**src/rtl/queue_pkg.sv**
```systemverilog
// Shared definitions for the shop-queue ticket dispatcher and the service counters.
package queue_pkg;

  localparam int unsigned DEF_NUM_W    = 4;
  localparam int unsigned DEF_TIME_W   = 4;
  localparam int unsigned TICKET_FIRST = 1;

  typedef struct packed {
    logic [DEF_NUM_W-1:0]  num;
    logic [DEF_TIME_W-1:0] stime;
  } ticket_t;

endpackage

```
**src/rtl/ticket_fifo.sv**
```systemverilog
// Synchronous FIFO of ticket entries; dout shows the head, read-first on push+pop.
module ticket_fifo
  import queue_pkg::*;
#(
  parameter type         T     = ticket_t,
  parameter int unsigned DEPTH = 8
) (
  input  logic                     clk,
  input  logic                     rst,
  input  logic                     push,
  input  logic                     pop,
  input  T                         din,
  output T                         dout,
  output logic [$clog2(DEPTH):0]   count,
  output logic                     full,
  output logic                     empty
);

  localparam int unsigned AW = $clog2(DEPTH);

  T                r_mem [DEPTH];
  logic [AW-1:0]   r_wptr;
  logic [AW-1:0]   r_rptr;
  logic [AW:0]     r_count;
  logic            w_push;
  logic            w_pop;

  assign full   = (r_count == (AW+1)'(DEPTH));
  assign empty  = (r_count == '0);
  assign count  = r_count;
  assign dout   = r_mem[r_rptr];

  // Push is gated on the registered full flag, so a pop in the same cycle never frees room early.
  assign w_push = push & ~full;
  assign w_pop  = pop & ~empty;

  always_ff @(posedge clk) begin
    if (w_push) begin
      r_mem[r_wptr] <= din;
    end
  end

  always_ff @(posedge clk) begin
    if (rst) begin
      r_wptr  <= '0;
      r_rptr  <= '0;
      r_count <= '0;
    end else begin
      if (w_push) begin
        r_wptr <= r_wptr + 1'b1;
      end
      if (w_pop) begin
        r_rptr <= r_rptr + 1'b1;
      end
      case ({w_push, w_pop})
        2'b10:   r_count <= r_count + 1'b1;
        2'b01:   r_count <= r_count - 1'b1;
        default: r_count <= r_count;
      endcase
    end
  end

endmodule

```
**src/rtl/queue_dispatcher.sv**
```systemverilog
// Ticket issuer: numbers arrivals, queues them, and loads each into the lowest idle counter.
module queue_dispatcher
  import queue_pkg::*;
#(
  parameter int unsigned NUM_W  = DEF_NUM_W,
  parameter int unsigned TIME_W = DEF_TIME_W,
  parameter int unsigned DEPTH  = 8,
  parameter int unsigned N_CNT  = 2
) (
  input  logic                       clk,
  input  logic                       rst,
  input  logic                       arr_valid,
  input  logic [TIME_W-1:0]          arr_time,
  output logic                       arr_ready,
  output logic [NUM_W-1:0]           arr_num,
  input  logic [N_CNT-1:0]           busy,
  output logic [N_CNT-1:0]           ld,
  output logic [NUM_W-1:0]           dn_out,
  output logic [TIME_W-1:0]          dt_out,
  output logic [$clog2(DEPTH):0]     q_len
);

  typedef struct packed {
    logic [NUM_W-1:0]  num;
    logic [TIME_W-1:0] stime;
  } entry_t;

  logic [NUM_W-1:0]   r_next_num;
  logic [NUM_W-1:0]   r_arr_num;
  logic [N_CNT-1:0]   r_ld;
  logic [NUM_W-1:0]   r_dn;
  logic [TIME_W-1:0]  r_dt;

  entry_t             w_din;
  entry_t             w_head;
  logic               w_full;
  logic               w_empty;
  logic               w_accept;
  logic               w_disp;
  logic [N_CNT-1:0]   w_idle;
  logic [N_CNT-1:0]   w_sel;
  logic               w_found;

  assign arr_ready   = ~w_full;
  assign w_accept    = arr_valid & ~w_full;
  assign w_din.num   = r_next_num;
  assign w_din.stime = (arr_time == '0) ? TIME_W'(1) : arr_time;

  ticket_fifo #(
    .T     (entry_t),
    .DEPTH (DEPTH)
  ) u_fifo (
    .clk   (clk),
    .rst   (rst),
    .push  (w_accept),
    .pop   (w_disp),
    .din   (w_din),
    .dout  (w_head),
    .count (q_len),
    .full  (w_full),
    .empty (w_empty)
  );

  // A counter whose load is still in flight has not raised busy yet; r_ld masks it.
  assign w_idle = ~busy & ~r_ld;
  assign w_disp = ~w_empty & (|w_idle);

  always_comb begin
    w_sel   = '0;
    w_found = 1'b0;
    for (int unsigned k = 0; k < N_CNT; k++) begin
      if (w_idle[k] && !w_found) begin
        w_sel[k] = 1'b1;
        w_found  = 1'b1;
      end
    end
  end

  always_ff @(posedge clk) begin
    if (rst) begin
      r_next_num <= NUM_W'(TICKET_FIRST);
      r_arr_num  <= '0;
      r_ld       <= '0;
      r_dn       <= '0;
      r_dt       <= '0;
    end else begin
      if (w_accept) begin
        r_arr_num  <= r_next_num;
        r_next_num <= (r_next_num == '1) ? NUM_W'(TICKET_FIRST) : r_next_num + NUM_W'(1);
      end
      if (w_disp) begin
        r_ld <= w_sel;
        r_dn <= w_head.num;
        r_dt <= w_head.stime;
      end else begin
        r_ld <= '0;
        r_dn <= '0;
        r_dt <= '0;
      end
    end
  end

  assign arr_num = r_arr_num;
  assign ld      = r_ld;
  assign dn_out  = r_dn;
  assign dt_out  = r_dt;

endmodule

```
**config.mk**
```make
export PLATFORM = sky130hd
export DESIGN_NAME = queue_dispatcher
export DESIGN_NICKNAME = d
export VERILOG_FILES = /design/src/rtl/queue_pkg.sv /design/src/rtl/ticket_fifo.sv /design/src/rtl/queue_dispatcher.sv
export SDC_FILE = /design/constraint.sdc
export NUM_CORES = 1
export LEC_CHECK = 0
export CORE_MARGIN = 2
export CORE_UTILIZATION = 50
export DETAILED_ROUTE_END_ITERATION = 8
export GPL_TIMING_DRIVEN = 0
export PLACE_DENSITY = 0.74
export SETUP_SLACK_MARGIN = 0.15
export SLEW_MARGIN = 20
export SYNTH_ARGS = -nofsm -noshare
export SYNTH_HDL_FRONTEND = slang
export SYNTH_SLANG_ARGS = --single-unit
```
**constraint.sdc**
```tcl
create_clock -name clk -period 3 [get_ports clk]
set_clock_uncertainty 0.15 [all_clocks]
set_input_delay 0.6 -clock clk [delete_from_list [all_inputs] [get_ports clk]]
set_output_delay 0.6 -clock clk [all_outputs]
set_load 0.01 [all_outputs]
```
Word-level counts from Yosys, hierarchy flattened
Memory sizes are Yosys's and may differ from the RTL's. A register that Yosys moved wholly into a read port is not among the register bits.
Cells that the tools add are included.

operators by class
  $add $sub $neg = 5
  $mul = 0
  div/mod/pow operators = 0
  magnitude comparators = 0
  equality and inequality tests = 4
  shift operators = 0
  multiplexer cells = 7
  bitwise operators = 10
  reduce and logical (&&, ||, !) cells = 7

operator list
  kind                                              count
  adder 4 x 1 -> 4 bit, second input constant       2
  == test 4 bit, second input constant              2
  zero test 4 bit                                   2
  two-way mux 4 bit                                 2
  one-hot mux 4 bit (2 select lines)                1
  adder 3 x 1 -> 3 bit, second input constant       2
  AND 1 bit                                         4
  two-way mux 1 bit                                 4
  NOT 2 bit                                         2
  OR reduction 2 bit                                2
  subtractor 4 x 1 -> 4 bit, second input constant  1
  NOT 1 bit                                         3
  AND 2 bit                                         1
  == test 2 x 1 -> 1 bit, second input constant     1
  == test 2 bit, second input constant              1
  nonzero test 2 bit                                1
  logical AND 1 bit                                 1
  zero test 1 bit                                   1

word-level totals
  bits in registers = 20
  latch bits = 0
  memory bits (writable) = 64
  ROM bits = 0
  input port bits = 9
  output and inout bits = 19
  word-level logic and storage cells = 40
  memories kept = 1

memories
  name          words  bits a word  read ports  clocked after Yosys merged registers in  write ports  line               source
  u_fifo.r_mem  8      8            1           1                                        1            ticket_fifo.sv:21  T r_mem [DEPTH];

Logic depth before layout (Yosys ltp)
Gate-level depths: netlist of run 1.

  word-level depth = 7
  gate-level depth with buffers = 11
  gate-level depth less buffers = 10

Cells and area by module
Synthesis of run 1 repeated with hierarchy kept, for this count alone.

unflattened totals
  cell total of the unflattened synthesis = 235
  area, all modules = 3,796.1 sq um

modules (own cells, without submodules)
  module            times used  cells an instance  area an instance (sq um)  seq. area each (sq um)
  ticket_fifo       1           167                3,151.8                   2,182.1
  queue_dispatcher  1           68                 644.4                     360.3

Least setup slack after synthesis of run 1
OpenSTA, ideal clock, no wires.

  path kind = register to register
  start point = reg u_fifo.r_count[0], in the netlist u_fifo.count[0]
  end point = reg u_fifo.r_count[3], in the netlist u_fifo.count[3]
  library setup time = 0.071 ns
  arrival = 2.571 ns
  required time = 2.779 ns
  setup slack = 0.208 ns
  stages on the path, launching flop included = 11
  path buffers = 1
  clock period less this slack = 2.792 ns
  cell sequence = dfxtp_1 > or4b_4 > and2_4 > clkinv_2 > buf_8 > ha_1 > ha_1 > a21oi_1 > a21oi_1 > or4_1 > a21oi_1

on the way
  word-level cells in the longest chain between the ends = 6
  elaborated cells on any way between the ends = 14
  classes of those cells = add/sub (2); eq/ne (3); mux (1); bitwise (6); reduce/logical (2)

RTL lines
  what                                                                             line                    source
  start, declared                                                                  ticket_fifo.sv:24       logic [AW:0] r_count;
  start signal, assigned                                                           ticket_fifo.sv:56       2'b10: r_count <= r_count + 1'b1;
  start signal, assigned                                                           ticket_fifo.sv:57       2'b01: r_count <= r_count - 1'b1;
  start signal, assigned                                                           ticket_fifo.sv:58       default: r_count <= r_count;
  == test 4 bit (*)                                                                ticket_fifo.sv:28       assign full = (r_count == (AW+1)'(DEPTH));
  NOT 1 bit (*)                                                                    -
  named net arr_ready                                                              queue_dispatcher.sv:14  output logic arr_ready,
  AND 1 bit                                                                        queue_dispatcher.sv:45  assign w_accept = arr_valid & ~w_full;
  AND 1 bit (*)                                                                    ticket_fifo.sv:34       assign w_push = push & ~full;
  == test 2 x 1 -> 1 bit / == test 2 bit (equally long branches)                   ticket_fifo.sv:55       case ({w_push, w_pop})
  one-hot mux 4 bit (2 select lines) / nonzero test 2 bit (equally long branches)  -

Mark *: on every way through the listed nets, which the timed path passes. The rest lies on a longest branch.
A chain may end at the register's enable or synchronous reset.

Worst setup path after layout of run 1
  start point = reg u_fifo.r_count[1], in the netlist u_fifo.count[1]
  end point = reg u_fifo.r_count[3], in the netlist u_fifo.count[3]

on the way
  word-level cells in the longest chain between the ends = 6
  elaborated cells on any way between the ends = 14
  classes of those cells = add/sub (2); eq/ne (3); mux (1); bitwise (6); reduce/logical (2)

RTL lines
  what                                                                             line
  == test 4 bit / zero test 4 bit (equally long branches)                          ticket_fifo.sv:28, ticket_fifo.sv:29
  NOT 1 bit, on equally long branches                                              -
  AND 1 bit, on equally long branches                                              queue_dispatcher.sv:45, queue_dispatcher.sv:66
  AND 1 bit, on equally long branches                                              ticket_fifo.sv:34, ticket_fifo.sv:35
  == test 2 x 1 -> 1 bit / == test 2 bit (equally long branches)                   ticket_fifo.sv:55
  one-hot mux 4 bit (2 select lines) / nonzero test 2 bit (equally long branches)  -

Several ways; a longest one is shown, not always the timed one.

==> results.sh, run 1 <==
export IMPL_outcome="complete, no violations"
export IMPL_p_per_area_nw_per_um2=783
export IMPL_relSlewSlack_pct=39.9
export IMPL_core_rowCount=30
export IMPL_die_area_um2=7910
export IMPL_slowest_cp_cell="sky130_fd_sc_hd__or4b_4"
export IMPL_detailedRoute_firstIterationViolations=121
export IMPL_synthCells=233
export IMPL_r2r_cells=10
export IMPL_die_w_um=88.9
export IMPL_tritoncts_clock_tree="done"
export IMPL_ys_ff_latch=92
export IMPL_cts_htree_levels=3
export IMPL_critPathMaxStageDelay_ns=0.57
export IMPL_final_seq_area_um2=2490
export IMPL_timing_rr_start="u_fifo.count[1]"
export IMPL_drt_wl_total_mm=6.52
export IMPL_ios=28
export IMPL_post_drt_wl_per_cell_um=17.2
export IMPL_grt_setup_unrepaired="no"
export IMPL_stdcell_area_um2=4340
export IMPL_post_cts_hold_buffer_count=0
export IMPL_num_fill_cells=487
export IMPL_initial_core_util_pct=52.5
export IMPL_initial_antenna_violation_count=0
export IMPL_rrSetupSlack_ns=0.28
export IMPL_cp_num_cells=10
export IMPL_post_route_period_util_pct=90.7
export IMPL_drt_via_density=5.24
export IMPL_critPathKind="flop to flop"
export IMPL_cp_data_required_time_ns=3.13
export IMPL_globalplace_congestion=0.703
export IMPL_synth_warning_count=0
export IMPL_first_global_vias=1884
export IMPL_whs_endpoint="ld[1]"
export IMPL_slew_viol_final=0
export IMPL_worst_hold_startpoint="ld[1]"
export IMPL_avgSynthCellArea_um2=15.5
export IMPL_detailed_place_area_um2=4050
export IMPL_sequential_to_total_area_share_from_yosys_stat_pct=68.8
export IMPL_min_delay_path_class="flop to flop"
export IMPL_synthToLayoutAreaGrowth_pct=20.3
export IMPL_place_hpwl_mm=4.13
export IMPL_critical_path_peak_fanout=7
export IMPL_clkSlewWorstSetupHoldPaths_ns=0.09
export IMPL_critical_path_buf_inv_count=2
export IMPL_crit_arrival_ns=2.85
export IMPL_groute_usage_overall_pct=18.0
export IMPL_drtPass1Iterations=4
export IMPL_worstSetupStartpointType="flop"
export IMPL_die_y_um=88.9
export IMPL_cp_cell_sequence="or4b_4 > and2_4 > clkinv_2 > buf_8 > ha_4 > ha_4 > a21oi_2 > a21oi_1 > or4_1 > a21oi_1"
export IMPL_maxCapViolCount=0
export IMPL_endpoint_kind="flop"
export IMPL_final_net_count=295
export IMPL_min_path_cells=1
export IMPL_multi_input_gate_area_in_the_final_layout_um2=1090
export IMPL_drt_drc_violations_left=0
export IMPL_postSynthNetCount=249
export IMPL_fmax_mhz=367
export IMPL_max_clock_path_buffers=2
export IMPL_io_buffer_count=27
export IMPL_netlist_area_um2=3610
export IMPL_cts_buffers=9
export IMPL_wire_length_of_the_first_global_routing_pass_mm=10.0
export IMPL_placeableCoreArea_um2=6870
export IMPL_clock_insertion_delay_worst_skew_ns=0.35
export IMPL_layout_cells_most_common="sky130_fd_sc_hd__edfxtp_1"
export IMPL_drtAntennaViolNets=0
export IMPL_final_period_minus_worst_setup_slack_ns=2.72
export IMPL_critical_path_top_delay_family="simple AND/OR/NAND/NOR gates"
export IMPL_final_worst_path_setup_slack_ns=0.278
export IMPL_setup_violations=0
export IMPL_layout_drive_gt1_share_pct=22.9
export IMPL_netlist_cell_type_count=33
export IMPL_clk_tree_root_cell="sky130_fd_sc_hd__clkbuf_8"
export IMPL_layout_common_cells="64 x sky130_fd_sc_hd__edfxtp_1, 27 x sky130_fd_sc_hd__clkdlybuf4s50_1, 24 x sky130_fd_sc_hd__nor2_1, 24 x sky130_fd_sc_hd__dfxtp_1, 18 x sky130_fd_sc_hd__nand2_1"
export IMPL_grt_max_degree=17
export IMPL_grt_ovfl_total=0
export IMPL_num_vias=1990
export IMPL_insertedDiodeCount=0
export IMPL_hold_ws_ns=0.313
export IMPL_tightest_slew_ns=0.898
export IMPL_fin_tns_setup_ns=0
export IMPL_report_final_hold_viol_count=0
export IMPL_detailedPlace_worstSlack_ns=-0.153
export IMPL_numClockSinks=92
export IMPL_critical_path_reg2reg_endpoint="u_fifo.count[3]"
export IMPL_power_leakage_nw=1.42
export IMPL_worst_ir_drop_vdd_mv=0.415
-- where the power goes --
group	internal (mW)	leakage, nW	switching, mW
sequential	1.51	0.808	0.100
combinational	0.463	0.506	0.439
clock	0.442	0.108	0.437
total	2.42	1.42	0.976
-- repair_timing --
item                                    in CTS  in global routing
setup buffers                                0                  5
resized for setup                            5                  4
endpoints found under the setup margin       1                  2
pin swaps                                    0                  1
-- layout make-up --
cell class,instances,share of cell area (%)
buffer,13,1.62
clock buffer,11,3.49
clock inverter,5,1.53
inverter,5,0.462
multi-input combinational,123,25.1
sequential,92,57.4
tap,96,2.77
timing repair buffer,35,7.62
-- worst max-delay path by stage --
| stage | from | endpoint | slack, ns |
|---|---|---|---|
| floorplan | u_fifo.count[0] | u_fifo.count[3] | 0.21 |
| global placement | arr_valid | u_fifo.r_mem[0][0] | -0.68 |
| detailed placement | arr_valid | u_fifo.count[3] | -0.15 |
| CTS | u_fifo.count[2] | u_fifo.count[3] | 0.16 |
| global route | u_fifo.count[1] | u_fifo.count[3] | 0.18 |
| finish | u_fifo.count[1] | u_fifo.count[3] | 0.28 |
-- registers in the layout, indices dropped and copies added, names as in the netlist, 3 cells and up --
name and flops:
u_fifo.r_mem 64, arr_num 4, u_fifo.count 4, u_fifo.r_rptr 3, dn_out 4, dt_out 4
u_fifo.r_wptr 3, r_next_num 4
-- routing by layer --
layer	vias to the layer above	share of wire (%)	track usage, %
met5	-	0	0
met4	0	1.4	6.75
met2	43	49	28.2
met1	973	45	24.1
met3	10	4.5	5.36
li1	964	-	-
-- cells in the mapped netlist --
| library cell | number | area [um2] |
|---|---|---|
| sky130_fd_sc_hd__and3_1 | 2 | 12.5 |
| sky130_fd_sc_hd__xor2_1 | 6 | 52.6 |
| sky130_fd_sc_hd__xnor2_1 | 1 | 8.76 |
| sky130_fd_sc_hd__a21oi_2 | 4 | 35.0 |
| sky130_fd_sc_hd__dfxtp_1 | 28 | 561 |
| sky130_fd_sc_hd__nor4_1 | 3 | 18.8 |
| sky130_fd_sc_hd__or4b_4 | 1 | 13.8 |
| sky130_fd_sc_hd__inv_1 | 4 | 15.0 |
| sky130_fd_sc_hd__or2_2 | 1 | 6.26 |
| sky130_fd_sc_hd__or4_1 | 2 | 15.0 |
| sky130_fd_sc_hd__nor3_1 | 7 | 35.0 |
| sky130_fd_sc_hd__o21bai_1 | 1 | 7.51 |
| sky130_fd_sc_hd__nand2_1 | 18 | 67.6 |
| sky130_fd_sc_hd__a41oi_2 | 1 | 16.3 |
| sky130_fd_sc_hd__o31ai_1 | 1 | 7.51 |
| sky130_fd_sc_hd__nor4b_1 | 1 | 8.76 |
| sky130_fd_sc_hd__mux4_2 | 16 | 360 |
| sky130_fd_sc_hd__clkbuf_1 | 6 | 22.5 |
| sky130_fd_sc_hd__edfxtp_1 | 64 | 1920 |
| sky130_fd_sc_hd__buf_6 | 1 | 11.3 |
| sky130_fd_sc_hd__nand3_1 | 6 | 30.0 |
| sky130_fd_sc_hd__o22ai_1 | 1 | 6.26 |
| sky130_fd_sc_hd__nor2_1 | 24 | 90.1 |
| sky130_fd_sc_hd__clkinv_2 | 1 | 5.00 |
| sky130_fd_sc_hd__a21oi_1 | 9 | 45.0 |
| sky130_fd_sc_hd__buf_8 | 1 | 15.0 |
| sky130_fd_sc_hd__buf_1 | 3 | 11.3 |
| sky130_fd_sc_hd__and2_4 | 1 | 8.76 |
| sky130_fd_sc_hd__mux2i_1 | 8 | 80.1 |
| sky130_fd_sc_hd__nand2b_1 | 2 | 12.5 |
| sky130_fd_sc_hd__buf_2 | 2 | 10.0 |
| sky130_fd_sc_hd__fa_1 | 1 | 20.0 |
| sky130_fd_sc_hd__ha_1 | 6 | 75.1 |
-- through the flow --
| step | cells | power (mW) | util [%] |
|---|---|---|---|
| floorplan | 233 | 2.19 | - |
| global placement | 356 | 2.47 | 58.2 |
| detailed placement | 359 | 2.50 | 58.9 |
| CTS | 375 | 3.38 | 62.4 |
| global route | 380 | 3.58 | 63.1 |
| finish | 380 | 3.40 | 63.1 |
-- cells by family (layout without fill, tap and decap cells) --
logic type,Yosys count,after routing,synth area share (%)
mux,24,24,12.2
flops,92,92,68.8
xor+xnor,7,7,1.70
fa+ha+maj,7,7,2.64
buf+inv,18,69,2.50
simple gates,68,68,8.85
compound gates,17,17,3.26
Power figures use the tool's default switching activity.
==> inputs of run 2 (changes only) <==
clock period = 2.55 ns   (was 3 ns; I/O delays follow)
==> results.sh, run 2 (synthesis gave the netlist of run 1 again) <==
export IMPL_post_route_period_util_pct=102
export IMPL_violated_checks="negative setup slack"
export IMPL_critical_path_peak_fanout=3
export IMPL_placeableCoreArea_um2=6870
export IMPL_hold_ws_ns=0.312
export IMPL_largest_register_ffs=64
export IMPL_tightest_slew_ns=0.726
export IMPL_worstSetupStartpointType="flop"
export IMPL_final_net_count=301
export IMPL_max_clock_path_buffers=2
export IMPL_place_hpwl_mm=4.24
export IMPL_die_w_um=88.9
export IMPL_first_global_vias=2017
export IMPL_detailedRoute_firstIterationViolations=126
export IMPL_fin_tns_setup_ns=-0.0418
export IMPL_relSlewSlack_pct=51.6
export IMPL_p_per_area_nw_per_um2=908
export IMPL_post_drt_wl_per_cell_um=17.0
export IMPL_endpoint_kind="flop"
export IMPL_globalplace_congestion=0.769
export IMPL_layout_common_cells="64 x sky130_fd_sc_hd__edfxtp_1, 26 x sky130_fd_sc_hd__clkdlybuf4s50_1, 24 x sky130_fd_sc_hd__dfxtp_1, 21 x sky130_fd_sc_hd__nor2_1, 17 x sky130_fd_sc_hd__nand2_1"
export IMPL_post_place_cells=357
export IMPL_fmax_mhz=386
export IMPL_layout_cells_most_common="sky130_fd_sc_hd__edfxtp_1"
export IMPL_worst_ir_drop_vdd_mv=0.276
export IMPL_slew_viol_final=0
export IMPL_final_worst_path_setup_slack_ns=-0.0418
export IMPL_drtPass1Iterations=4
export IMPL_multi_input_gate_area_in_the_final_layout_um2=1170
export IMPL_drt_via_density=5.31
export IMPL_tritoncts_clock_tree="done"
export IMPL_layoutNonFillerInstCount=385
export IMPL_initial_antenna_violation_count=0
export IMPL_report_final_hold_viol_count=0
export IMPL_num_vias=2043
export IMPL_insertedDiodeCount=0
export IMPL_core_rowCount=30
export IMPL_setup_violations=1
export IMPL_final_period_minus_worst_setup_slack_ns=2.59
export IMPL_die_area_um2=7910
export IMPL_io_buffer_count=27
export IMPL_final_seq_area_um2=2490
export IMPL_drt_drc_violations_left=0
export IMPL_grt_setup_unrepaired="yes"
export IMPL_clkSlewWorstSetupHoldPaths_ns=0.08
export IMPL_drt_wl_total_mm=6.54
export IMPL_final_util_pct=64.7
export IMPL_numClockSinks=92
export IMPL_clk_tree_root_cell="sky130_fd_sc_hd__clkbuf_8"
export IMPL_grt_max_degree=15
export IMPL_drtAntennaViolNets=0
export IMPL_ios=28
export IMPL_power_leakage_nw=1.43
export IMPL_outcome="complete, but fails checks"
export IMPL_critPathKind="flop to flop"
export IMPL_groute_usage_overall_pct=18.4
export IMPL_max_flop_register="u_fifo.r_mem"
export IMPL_num_fill_cells=497
export IMPL_layout_drive_gt1_share_pct=28.0
export IMPL_min_delay_path_class="flop to flop"
export IMPL_wire_length_of_the_first_global_routing_pass_mm=10.4
export IMPL_initial_core_util_pct=52.5
export IMPL_die_y_um=88.9
export IMPL_cts_htree_levels=3
export IMPL_grt_ovfl_total=0
export IMPL_cp_data_required_time_ns=2.67
export IMPL_maxCapViolCount=0
export IMPL_synthToLayoutAreaGrowth_pct=23.2
export IMPL_cts_buffers=9
export IMPL_clock_insertion_delay_worst_skew_ns=0.34
export IMPL_crit_arrival_ns=2.71
-- run 2: cell types whose count changed in the layout (fill, tap and decap cells not counted), sizes merged --
| cell | before | now |
|---|---|---|
| clkbuf | 17 | 16 |
| buf | 15 | 21 |
| inv | 7 | 4 |
| clkinvlp | 1 | 2 |
| clkdlybuf4s50 | 27 | 26 |
| clkdlybuf4s15 | 0 | 1 |
| clkinv | 1 | 3 |
-- run 2: cell type report --
class                   count  area share (%)
flip-flops and latches     92            56.2
clock buffers              10            2.87
inverters                   5           0.535
well taps                  96            2.70
multi-input cells         123            26.4
clock inverters             5            1.21
repair buffers             41            8.45
plain buffers              13            1.69
-- run 2: final timing paths --
check	start	slack [ns]	cells after the start	endpoint
hold / removal	arr_num[1]	0.31	2	arr_num[1]
setup reg to reg	u_fifo.count[1]	-0.04	10	u_fifo.count[3]
setup / recovery	u_fifo.count[1]	-0.04	10	u_fifo.count[3]
hold reg to reg	arr_num[1]	0.31	2	arr_num[1]
-- run 2: through the flow --
step,power [mW],setup slack [ns],area [um2]
floorplan,2.64,-0.0291,3650
global placement,2.96,-0.835,4050
detailed placement,3.00,-0.373,4080
CTS,4.01,-0.0256,4380
global route,4.26,-0.0968,4440
finish,4.03,-0.0418,4440
-- run 2: worst max-delay path, cell delays in order (launching register included) --
cell	delay, ns
sky130_fd_sc_hd__dfxtp_4	0.36
sky130_fd_sc_hd__or4b_4	0.55
sky130_fd_sc_hd__and2_4	0.17
sky130_fd_sc_hd__clkinv_4	0.05
sky130_fd_sc_hd__buf_12	0.09
sky130_fd_sc_hd__ha_4	0.15
sky130_fd_sc_hd__ha_4	0.15
sky130_fd_sc_hd__nand3_2	0.08
sky130_fd_sc_hd__and3_1	0.17
sky130_fd_sc_hd__or4_4	0.48
sky130_fd_sc_hd__a21oi_2	0.13
-- run 2: timing repair --
item	4_1_cts	5_1_grt
endpoints found under the setup margin	4	51
setup buffers	11	2
hold buffers	0	0
pin swaps	8	2
gates resized for setup	12	12
-- run 2: metal layers --
layer	global-route usage [%]	vias up	share of wire [%]	wire length [um]
met5	0	-	0	0
met4	8.13	0	0.61	40
met3	3.51	4	4.4	288
met2	28.2	43	50	3260
met1	26.2	1017	45	2940
li1	-	979	-	-
-- run 2: report_power, final --
part | total [mW] | internal (mW) | switching (mW) | leakage [nW]
Sequential | 1.90 | 1.78 | 0.117 | 0.808
Clock | 0.905 | 0.443 | 0.462 | 0.0858
Combinational | 1.23 | 0.637 | 0.590 | 0.537
==> inputs of run 3 (changes only) <==
MAX_ROUTING_LAYER = met4   (was default)
SYNTH_HIERARCHICAL = 1   (was default)
==> results.sh, run 3 <==
export IMPL_outcome="complete, but fails checks"
export IMPL_violated_checks="negative setup slack"
export IMPL_initial_antenna_violation_count=0
export IMPL_post_cts_hold_buffer_count=0
export IMPL_clock_share_of_power_pct=25.2
export IMPL_clock_insertion_delay_worst_skew_ns=0.35
export IMPL_globalplace_congestion=0.794
export IMPL_numClockSinks=95
export IMPL_die_area_um2=8310
export IMPL_max_clock_path_buffers=2
export IMPL_sequential_to_total_area_share_from_yosys_stat_pct=67.0
export IMPL_final_worst_path_setup_slack_ns=-0.152
export IMPL_synth_top_area_share_pct=50.6
export IMPL_reported_net_switching_power_mw=1.20
export IMPL_tritoncts_clock_tree="done"
export IMPL_post_synth_most_frequent_cells="64 x sky130_fd_sc_hd__edfxtp_1, 31 x sky130_fd_sc_hd__dfxtp_1, 16 x sky130_fd_sc_hd__nor2_1"
export IMPL_endpoint_kind="flop"
export IMPL_slew_viol_final=0
export IMPL_sw_frac_of_total_pct=27.9
export IMPL_layout_cells_most_common="sky130_fd_sc_hd__edfxtp_1"
export IMPL_num_vias=2130
export IMPL_drt_wl_total_mm=7.06
export IMPL_timing_rr_start="u_fifo/count[1]"
export IMPL_avgSynthCellArea_um2=16.2
export IMPL_tightest_slew_ns=0.592
export IMPL_detailedPlace_worstSlack_ns=-0.522
export IMPL_initial_core_util_pct=52.1
export IMPL_placeableCoreArea_um2=7290
export IMPL_report_final_hold_viol_count=0
export IMPL_synth_warning_count=6
export IMPL_yosys_area_top_type="sky130_fd_sc_hd__edfxtp_1"
export IMPL_ios=28
export IMPL_final_net_count=307
export IMPL_clkSlewWorstSetupHoldPaths_ns=0.09
export IMPL_critPathKind="input pin to flop"
export IMPL_final_util_pct=64.7
export IMPL_post_drt_wl_per_cell_um=17.8
export IMPL_io_buffer_count=27
export IMPL_multi_input_gate_area_in_the_final_layout_um2=1310
export IMPL_netlist_cell_type_count=42
export IMPL_first_global_vias=2169
export IMPL_asyncSetResetFlopFracSynth_pct=0
export IMPL_synth_area_leaders="sky130_fd_sc_hd__edfxtp_1 51%, sky130_fd_sc_hd__dfxtp_1 16%, sky130_fd_sc_hd__mux4_1 5.5%"
export IMPL_worst_ir_drop_vdd_mv=0.692
export IMPL_most_common_flop_cell_mapped_by_yosys="sky130_fd_sc_hd__edfxtp_1"
export IMPL_die_w_um=91.1
export IMPL_combPwrFrac_pct=28.3
export IMPL_wire_length_of_the_first_global_routing_pass_mm=11.0
export IMPL_place_hpwl_mm=4.27
export IMPL_crit_arrival_ns=2.80
export IMPL_setup_violations=2
export IMPL_cell_internal_pwr_mw=3.10
export IMPL_clk_tree_root_cell="sky130_fd_sc_hd__clkbuf_8"
export IMPL_yosys_cell_count_top_type="sky130_fd_sc_hd__edfxtp_1"
export IMPL_p_per_area_nw_per_um2=910
export IMPL_layout_common_cells="64 x sky130_fd_sc_hd__edfxtp_1, 27 x sky130_fd_sc_hd__dfxtp_1, 26 x sky130_fd_sc_hd__clkdlybuf4s50_1, 19 x sky130_fd_sc_hd__buf_4, 13 x sky130_fd_sc_hd__nor2_1"
export IMPL_cts_htree_levels=3
export IMPL_cts_buffers=9
export IMPL_grt_setup_unrepaired="yes"
export IMPL_synth_edff_count=64
export IMPL_final_period_minus_worst_setup_slack_ns=2.70
export IMPL_final_seq_area_um2=2550
export IMPL_detailedRoute_firstIterationViolations=111
export IMPL_core_rowCount=31
export IMPL_min_delay_path_class="flop to flop"
export IMPL_worstSetupStartpointType="input pin"
export IMPL_post_route_period_util_pct=106
export IMPL_groute_usage_overall_pct=18.2
export IMPL_relSlewSlack_pct=60.5
export IMPL_synthCells=235
export IMPL_die_y_um=91.1
export IMPL_worst_hold_startpoint="arr_num[2]"
export IMPL_grt_ovfl_total=0
export IMPL_max_flop_register="u_fifo/r_mem"
export IMPL_drtAntennaViolNets=0
export IMPL_netlist_area_um2=3800
export IMPL_cp_data_required_time_ns=2.65
export IMPL_power_leakage_nw=1.60
export IMPL_synthToLayoutAreaGrowth_pct=24.3
export IMPL_drt_drc_violations_left=0
export IMPL_largest_register_ffs=64
export IMPL_layout_drive_gt1_share_pct=30.3
export IMPL_grt_max_degree=16
export IMPL_critical_path_peak_fanout=5
export IMPL_drtPass1Iterations=4
export IMPL_fmax_mhz=370
export IMPL_maxCapViolCount=0
export IMPL_detailed_place_area_um2=4260
export IMPL_cp_startpoint="busy[0]"
export IMPL_postSynthNetCount=250
export IMPL_insertedDiodeCount=0
export IMPL_stdcell_area_um2=4720
export IMPL_power_share_sequential_pct=46.5
export IMPL_num_fill_cells=558
export IMPL_drt_via_density=5.38
export IMPL_ys_ff_latch=95
## run 3: cells by family (layout without fill, tap and decap cells)
| logic type | after synthesis | after routing | share of synthesized area, % |
|---|---|---|---|
| adder cells (fa/ha/maj) | 6 | 6 | 1.98 |
| multiplexers | 27 | 27 | 13.5 |
| flip-flops | 95 | 95 | 67.0 |
| AND/OR/NAND/NOR | 65 | 65 | 10.1 |
| XOR/XNOR | 8 | 8 | 2.04 |
| AO/OA/AOI/OAI | 19 | 19 | 3.07 |
| buffers and inverters | 15 | 77 | 2.37 |
## run 3: final timing paths
kind	cells past startpoint	end	slack, ns
worst min-delay path	2	arr_num[2]	0.31
worst min register to register	2	arr_num[2]	0.31
worst max-delay path	10	u_fifo/count[3]	-0.15
worst max register to register	14	u_fifo/count[2]	-0.13
## run 3: per-stage QoR
step	hold WS, ns	instances	power, mW	setup TNS (ns)
floorplan	0.331	235	2.66	-0.490
global placement	0.294	361	2.97	-29.05
detailed placement	0.301	362	3.02	-10.59
CTS	0.317	388	4.23	-0.239
global route	0.342	396	4.50	-0.411
finish	0.313	396	4.30	-0.286
## run 3: worst max-delay path: stages
cell                              delay, ns
sky130_fd_sc_hd__clkdlybuf4s50_1       0.51
sky130_fd_sc_hd__o22a_1                0.21
sky130_fd_sc_hd__nor2_1                0.06
sky130_fd_sc_hd__o41a_1                0.16
sky130_fd_sc_hd__buf_4                 0.17
sky130_fd_sc_hd__ha_2                  0.21
sky130_fd_sc_hd__nand3b_1              0.17
sky130_fd_sc_hd__a211o_1               0.32
sky130_fd_sc_hd__a21oi_2               0.14
sky130_fd_sc_hd__mux2_2                0.35
## run 3: cell type report
class,instances,share of cell area (%)
flip-flops and latches,95,54.1
well taps,99,2.62
clock inverters,5,1.72
plain buffers,12,1.75
inverters,3,0.451
multi-input cells,125,27.7
repair buffers,46,8.64
clock buffers,11,3.00
## run 3: per-layer routing
layer / GRT usage, % / part of all wire [%] / wire [um] / up-vias
met5: - / 0 / 0 / -
met4: 5.81 / 1.5 / 104 / 0
met3: 3.98 / 3.7 / 260 / 13
met2: 30.5 / 51 / 3620 / 48
met1: 22.3 / 44 / 3080 / 1060
li1: - / - / - / 1009
## run 3: repair_timing
action | in CTS | in global routing
pin swaps | 8 | 4
gates resized for setup | 20 | 8
setup endpoints to repair | 68 | 44
buffers inserted | 10 | 8
## run 3: power groups by stage
stage,combinational (mW),clock [mW],sequential (mW)
3_5_place_dp,0.996,0,2.02
2_1_floorplan,0.639,0,2.02
3_3_place_gp,0.957,0,2.01
5_1_grt,1.31,1.17,2.02
4_1_cts,1.13,1.10,2.00
6_report,1.21,1.08,2.00
